--- config.mk ---
export PLATFORM = sky130hd
export DESIGN_NAME = vram_arbiter
export DESIGN_NICKNAME = d
export VERILOG_FILES = /design/src/rtl/vram_arbiter.sv
export SDC_FILE = /design/constraint.sdc
export NUM_CORES = 1
export LEC_CHECK = 0
export CAP_MARGIN = 20
export CORE_MARGIN = 3
export CORE_UTILIZATION = 47
export CTS_CLUSTER_DIAMETER = 150
export CTS_CLUSTER_SIZE = 30
export DETAILED_ROUTE_END_ITERATION = 8
export PLACE_DENSITY_LB_ADDON = 0.25
export SETUP_SLACK_MARGIN = 0.02
export SLEW_MARGIN = 15
export SYNTH_ARGS = -nofsm -noshare
export SYNTH_HDL_FRONTEND = slang
export SYNTH_SLANG_ARGS = --single-unit
export TNS_END_PERCENT = 50
--- constraint.sdc ---
create_clock -name CLK100MHz -period 1.5 [get_ports CLK100MHz]
set_input_delay 0.45 -clock CLK100MHz [delete_from_list [all_inputs] [get_ports CLK100MHz]]
set_output_delay 0.45 -clock CLK100MHz [all_outputs]
set_load 0.01 [all_outputs]
--- src/rtl/vram_arbiter.sv ---
// Single-port video memory arbiter: pixel reads always win, CPU writes wait in an in-order FIFO.
// Optional macro VRAM_ARB_FORWARD_EN returns pending write data to matching reads.
module vram_arbiter #(
    parameter int unsigned ADDRESS_WIDTH = 12,
    parameter int unsigned FIFO_DEPTH    = 4
) (
    input  logic                         CLK100MHz,
    input  logic                         rst,
    input  logic                         rd_req,
    input  logic [ADDRESS_WIDTH-1:0]     rd_addr,
    output logic                         rd_valid,
    output logic [7:0]                   rd_data,
    input  logic                         wr_req,
    input  logic [ADDRESS_WIDTH-1:0]     wr_addr,
    input  logic [7:0]                   wr_data,
    output logic                         wr_full,
    output logic [$clog2(FIFO_DEPTH):0]  wr_level,
    output logic                         wr_overflow,
    output logic                         mem_en,
    output logic                         mem_we,
    output logic [ADDRESS_WIDTH-1:0]     mem_addr,
    output logic [7:0]                   mem_wdata,
    input  logic [7:0]                   mem_rdata
);

    localparam int unsigned PTR_W = $clog2(FIFO_DEPTH);
    localparam int unsigned LVL_W = PTR_W + 1;

    typedef struct packed {
        logic [ADDRESS_WIDTH-1:0] addr;
        logic [7:0]               data;
    } wr_entry_t;

    wr_entry_t        fifo_q [FIFO_DEPTH];
    logic [PTR_W-1:0] head_q;
    logic [PTR_W-1:0] tail_q;
    logic             rd_p0_q;
    logic             rd_p1_q;

    logic             issue_rd;
    logic             issue_wr;
    logic             push;
    logic [LVL_W-1:0] level_nxt;
    wr_entry_t        head_entry;
    logic [7:0]       ret_data;

    // Arbitration looks at occupancy before any push on this edge
    always_comb begin
        issue_rd   = rd_req;
        issue_wr   = !rd_req && (wr_level != '0);
        push       = wr_req && !wr_full;
        head_entry = fifo_q[head_q];
        level_nxt  = wr_level;
        if (push && !issue_wr) begin
            level_nxt = wr_level + LVL_W'(1);
        end else if (!push && issue_wr) begin
            level_nxt = wr_level - LVL_W'(1);
        end
    end

    always_ff @(posedge CLK100MHz) begin
        if (push) begin
            fifo_q[tail_q] <= '{addr: wr_addr, data: wr_data};
        end
    end

`ifdef VRAM_ARB_FORWARD_EN
    logic             fwd_hit;
    logic [7:0]       fwd_data;
    logic [PTR_W-1:0] fwd_idx;
    logic             fwd_hit_p0_q;
    logic             fwd_hit_p1_q;
    logic [7:0]       fwd_data_p0_q;
    logic [7:0]       fwd_data_p1_q;

    // Scan oldest to newest so the newest matching entry wins
    always_comb begin
        fwd_hit  = 1'b0;
        fwd_data = '0;
        fwd_idx  = head_q;
        for (int unsigned i = 0; i < FIFO_DEPTH; i++) begin
            fwd_idx = head_q + PTR_W'(i);
            if ((LVL_W'(i) < wr_level) && (fifo_q[fwd_idx].addr == rd_addr)) begin
                fwd_hit  = 1'b1;
                fwd_data = fifo_q[fwd_idx].data;
            end
        end
    end

    always_ff @(posedge CLK100MHz or negedge rst) begin
        if (!rst) begin
            fwd_hit_p0_q  <= 1'b0;
            fwd_hit_p1_q  <= 1'b0;
            fwd_data_p0_q <= '0;
            fwd_data_p1_q <= '0;
        end else begin
            fwd_hit_p0_q  <= rd_req && fwd_hit;
            fwd_data_p0_q <= fwd_data;
            fwd_hit_p1_q  <= fwd_hit_p0_q;
            fwd_data_p1_q <= fwd_data_p0_q;
        end
    end

    assign ret_data = fwd_hit_p1_q ? fwd_data_p1_q : mem_rdata;
`else
    assign ret_data = mem_rdata;
`endif

    always_ff @(posedge CLK100MHz or negedge rst) begin
        if (!rst) begin
            head_q      <= '0;
            tail_q      <= '0;
            wr_level    <= '0;
            wr_full     <= 1'b0;
            wr_overflow <= 1'b0;
            mem_en      <= 1'b0;
            mem_we      <= 1'b0;
            mem_addr    <= '0;
            mem_wdata   <= '0;
            rd_p0_q     <= 1'b0;
            rd_p1_q     <= 1'b0;
            rd_valid    <= 1'b0;
            rd_data     <= '0;
        end else begin
            if (issue_wr) begin
                head_q <= head_q + PTR_W'(1);
            end
            if (push) begin
                tail_q <= tail_q + PTR_W'(1);
            end
            wr_level <= level_nxt;
            wr_full  <= (level_nxt == LVL_W'(FIFO_DEPTH));
            if (wr_req && wr_full) begin
                wr_overflow <= 1'b1;
            end

            mem_en <= issue_rd || issue_wr;
            mem_we <= issue_wr;
            if (issue_rd) begin
                mem_addr <= rd_addr;
            end else if (issue_wr) begin
                mem_addr  <= head_entry.addr;
                mem_wdata <= head_entry.data;
            end

            // Memory returns data one cycle after the strobe; capture it on the following edge
            rd_p0_q  <= issue_rd;
            rd_p1_q  <= rd_p0_q;
            rd_valid <= rd_p1_q;
            if (rd_p1_q) begin
                rd_data <= ret_data;
            end
        end
    end

endmodule

### Word-level counts from Yosys, hierarchy flattened

Memory sizes are Yosys's and may differ from the RTL's.
Index checks and enable logic that the tools add are counted.

| storage, ports and cells | value |
|---|---|
| word-level logic and storage cells | 39 |
| register bits | 42 |
| memory bits (writable) | 80 |
| memories | 1 |
| output and inout port bits | 36 |

Memory list:

| name | depth | width | rd ports | clocked after Yosys merged registers in | wr ports | line | RTL |
|---|---|---|---|---|---|---|---|
| fifo_q | 4 | 20 | 1 | 0 | 1 | 34 | `wr_entry_t fifo_q [FIFO_DEPTH];` |

| operators by class | value |
|---|---|
| multiplexer cells | 6 |
| bitwise operators | 1 |
| reduce and logical (&&, ||, !) cells | 13 |
| eq/ne operators | 1 |
| add/sub/neg operators | 4 |

Operator list:

| kind | count |
|---|---|
| two-way mux 12 bit | 2 |
| two-way mux 3 bit | 2 |
| logical AND 1 bit | 5 |
| adder 2 x 1 -> 2 bit (second input constant) | 2 |
| zero test 1 bit | 4 |
| adder 3 x 1 -> 3 bit (second input constant) | 1 |
| == test 3 bit (second input constant) | 1 |
| nonzero test 3 bit | 1 |
| subtractor 3 x 1 -> 3 bit (second input constant) | 1 |
| two-way mux 1 bit | 2 |
| AND reduction 2 bit | 1 |
| nonzero test 2 bit | 1 |
| logical OR 1 bit | 1 |
| NOT 1 bit | 1 |

### Logic depth before layout (Yosys ltp)

| logic depth | value |
|---|---|
| depth after elaboration | 7 |
| depth in mapped cells | 8 |
| mapped depth without buffers | 8 |

### Worst setup path after synthesis

Ideal clock, no wire load.

| timing | value |
|---|---|
| kind | register to register |
| start point | reg wr_level[0] |
| end point | reg mem_wdata[3] |
| cell stages (with the launch flop) | 8 |
| clock period less this slack | 1,654 ps |
| arrival time | 1,530 ps |
| library setup time | 125 ps |
| setup slack | -154 ps |
| path buffers | 1 |
| cell sequence | dfrtp_1 -> inv_1 -> ha_1 -> nand2b_1 -> nand2_2 -> inv_2 -> buf_2 -> mux2_2 |

| between the ends | value |
|---|---|
| longest elaborated chain between the ends | 3 |

Ends and longest elaborated chain:

| element | line | RTL |
|---|---|---|
| from (decl) | 17 | `output logic [$clog2(FIFO_DEPTH):0] wr_level,` |
| from (signal assigned) | 131 | `wr_level <= level_nxt;` |
| nonzero test 3 bit | 50 | `issue_wr = !rd_req && (wr_level != '0);` |
| logical AND 1 bit | 50 |  |
| via issue_wr | 41 | `logic issue_wr;` |
| AND reduction 2 bit (no line) | n/a |  |
| to (signal assigned) | 143 | `mem_wdata <= head_entry.data;` |
| to (decl) | 22 | `output logic [7:0] mem_wdata,` |

The timed path passes the listed nets, and every way through them passes these cells.
A chain may end at the register's enable or synchronous reset.

### Final worst setup path

| timing | value |
|---|---|
| start point | reg wr_level[1] |
| end point | reg wr_level[1] |

| between the ends | value |
|---|---|
| longest elaborated chain between the ends | 5 |
| elaborated cells between the ends (all ways) | 9 |
| those cells by class | 2 x add/sub; 2 x mux; 5 x reduce/logical |

Ends and longest elaborated chain:

| element | line | RTL |
|---|---|---|
| branches (longest 4 deep; another with subtractor 3 x 1 -> 3 bit) | n/a |  |
| two-way mux 3 bit * | 54 | `if (push && !issue_wr) begin` |
| via level_nxt[1] | 43 | `logic [LVL_W-1:0] level_nxt;` |

Mark *: on every way through the listed nets, which the timed path passes.

==> run_results.csv <==
group,metric,value,unit
run_status,outcome,"complete, but fails checks",
placement,placed_area,5920,µm²
layout,leading_cell_type_in_the_layout_fill_and_taps_excluded,"edfxtp_1",
worst_setup_path,cp_data_arrival_time,2.04,ns
global_route,grtUsageTotal,18.1,%
floorplan,fp.dieH,106,µm
route,routedWlPerCell,19.5,µm
floorplan,core.rowCount,35,
layout,mostFrequentLayoutCells,"edfxtp_1 (80), clkdlybuf4s50_1 (42), dfrtp_1 (41), buf_2 (33), buf_4 (28)",
timing,final_period_minus_worst_setup_slack,1.60,ns
timing,timing.fmax,0.624,GHz
job,cap_violations,0,
timing,max_slew.worst_pin.slew,0.342,ns
layout,finalInstanceArea,6710,µm²
layout,multi_input_comb_area,1210,µm²
logic_synthesis,average_cell_area_after_synthesis,18.3,µm²
power_and_ir_drop,total_leakage_power,0.00265,µW
placement,buffer_ports.inserted,79,
logic_synthesis,syn_area,4700,µm²
min_path,type_of_the_worst_min_delay_path,"flip-flop to flip-flop",
global_route,grt_pass1_vias,2882,
floorplan,initial_core_util,49.6,%
cts,clk-insertion-delay-late,0.51,ns
cts,clk_path_buf_depth,2,
timing,postLayoutSetupSlackWorst,-0.101,ns
timing,hold_viol_final,0,
worst_setup_path,kind_of_end_point_of_the_critical_path,"flip-flop",
route,drtIter0Drc,187,
timing,final_min_period_over_clock_period,107,%
timing,timing.final.setup_violations,10,
layout,filler_cell_count,612,
cts,clock_sink_count,122,
worst_setup_path,criticalPathCategory,"flip-flop to flip-flop",
route,antenna_violating_nets_post_route,0,
logic_synthesis,synth-seq-area-share,73.5,%
route,post-route-drc-count,0,
timing,rsz0062_at_grt,"yes",
route,firstDrtPassIters,4,
floorplan,io-pin-count,80,
power_and_ir_drop,report.power.total,13100,µW
floorplan,die_w,106,µm
worst_setup_path,worstPathRequired,1.94,ns
route,totalWireLength,10.4,mm
placement,globalplace.congestion,0.768,
cts,ctsRootBufferMaster,"clkbuf_8",
layout,area.growth.synth_to_final,43.0,%
floorplan,placeableCoreArea,9460,µm²
logic_synthesis,synthDistinctLibCells,29,
worst_setup_path,crit_path_start_kind,"flip-flop",
layout,antenna_cells_inserted,0,
cts,tritoncts,"built",
layout,finalNetCount,446,
global_route,grt_start_max_net_pins,43,
worst_setup_path,timing.critical_path.fanout_max,5,
logic_synthesis,yosys_register_bits,122,
logic_synthesis,postSynthNetCount,308,
placement,place.detailed.hpwl,5.90,mm
logic_synthesis,synth_async_sr_flop_share,34.4,%
layout,final_layout_size_suffix_gt1_share,42.6,%
timing,tns,-0.431,ns
timing,slew_headroom,77.2,%
cts,tritoncts_buffer_count,17,
power_and_ir_drop,powerDensity,1950,nW/µm²
cts,path_clk_slew,0.05,ns
timing,fin_worst_skew,0.0124,ns
cts,cts-htree-levels,4,
run_status,violations,"setup timing",
global_route,grt_antenna_before_repair,0,
logic_synthesis,synth-edff-count,80,
logic_synthesis,postSynthCellCount,257,
route,viasPerCell,5.20,
power_and_ir_drop,ir_worst_vdd,0.000982,V
route,vias,2790,
layout,register_area,3450,µm²
floorplan,floorplan.die_area,11200,µm²
global_route,globalRoute.totalOverflow,0,
logic_synthesis,dominantRegCellSynth,"edfxtp_1",
logic_synthesis,synthesis.yosys.warnings,0,
global_route,grt_first_pass_wirelength,15.4,mm
timing,finalMaxSlewViolations,0,
## cell families (layout without fill, tap and decap cells)
logic type | after synthesis | in the layout | synth area share [%]
xor+xnor | 6 | 6 | 1.12
buf+inv | 18 | 169 | 1.89
flops | 122 | 122 | 73.5
fa+ha+maj | 9 | 9 | 2.29
compound gates | 15 | 15 | 1.97
mux | 37 | 37 | 14.6
simple gates | 50 | 50 | 4.58
## metal layers
layer  wire, µm  vias up  GRT usage, %
met5          0        -             0
met4         93        0          5.09
met3        575       11          5.77
met2       5260       95          29.7
met1       4520     1433          23.4
li1           -     1251             -
## timing repair
| item | 4_1_cts | 5_1_grt |
|---|---|---|
| buffers inserted | 12 | 7 |
| resized for setup | 162 | 21 |
| hold buffers | 1 | 0 |
| pin swaps | 2 | 20 |
| gates cloned | 0 | 7 |
| endpoints found under the hold margin | 42 | 0 |
| endpoints found under the setup margin | 52 | 138 |
## power breakdown
part           switching [µW]  internal (µW)
registers                 370           4440
clock network            1330           2620
logic                    1860           2450
total                    3560           9510
## stage by stage
stage	hold WS (ns)	worst slack (ns)	utilization, %	std cells
floorplan	0.154	-0.136	-	257
global placement	0.334	-0.406	62.6	481
detailed placement	0.341	-0.436	62.6	481
CTS	0.354	-0.0913	68.7	526
global route	0.367	-0.156	71.0	537
finish	0.351	-0.101	71.0	537
## worst max-delay path, stage by stage, from the launching register on
cell      delay [ns]
dfrtp_1         0.40
buf_6           0.13
inv_4           0.05
ha_4            0.14
nand2b_4        0.07
nand2_4         0.08
inv_4           0.05
maj3_2          0.30
mux2i_2         0.18
buf_4           0.15
## cell usage after synthesis (5+ instances only)
master    number  share of area [%]
inv_1          5               0.40
mux4_1         6                3.4
nor2_1        12               0.96
mux2_4         6                1.9
mux4_2        14                6.7
edfxtp_1      80                 51
nand2_1       27                2.2
clkbuf_1       5               0.40
dfrtp_1       42                 22
xnor2_1        6                1.1
mux2_2        10                2.4
a31oi_1       12                1.6
ha_1           7                1.9
## state kept, by name (all words and copies together) (netlist names), 2 cells and up
signal	count
wr_level	3
rd_data	8
mem_wdata	8
head_q	2
fifo_q	80
tail_q	2
mem_addr	12
## path summary, 6_finish.rpt
kind | from | to | depth (start not counted) | slack [ns]
setup / recovery | wr_level[1]$_DFF_PN0_ | wr_level[1]$_DFF_PN0_ | 9 | -0.10
hold reg to reg | rd_p0_q$_DFF_PN0_ | rd_p1_q$_DFF_PN0_ | 0 | 0.35
hold / removal | rd_p0_q$_DFF_PN0_ | rd_p1_q$_DFF_PN0_ | 0 | 0.35
setup reg to reg | wr_level[1]$_DFF_PN0_ | wr_level[1]$_DFF_PN0_ | 9 | -0.10
max in group asynchronous | rst | head_q[0]$_DFFE_PN0P_ | 3 | 0.82
min in group asynchronous | rst | mem_wdata[4]$_DFFE_PN0P_ | 3 | 0.45
## cell type report
| cell class | instances | area share, % |
|---|---|---|
| clock buffers | 28 | 8.16 |
| clock inverters | 4 | 0.764 |
| inverters | 7 | 0.466 |
| multi-input cells | 117 | 18.1 |
| flip-flops and latches | 122 | 51.5 |
| well taps | 129 | 2.40 |
| repair buffers | 130 | 18.7 |
Power figures use the tool's default switching activity.
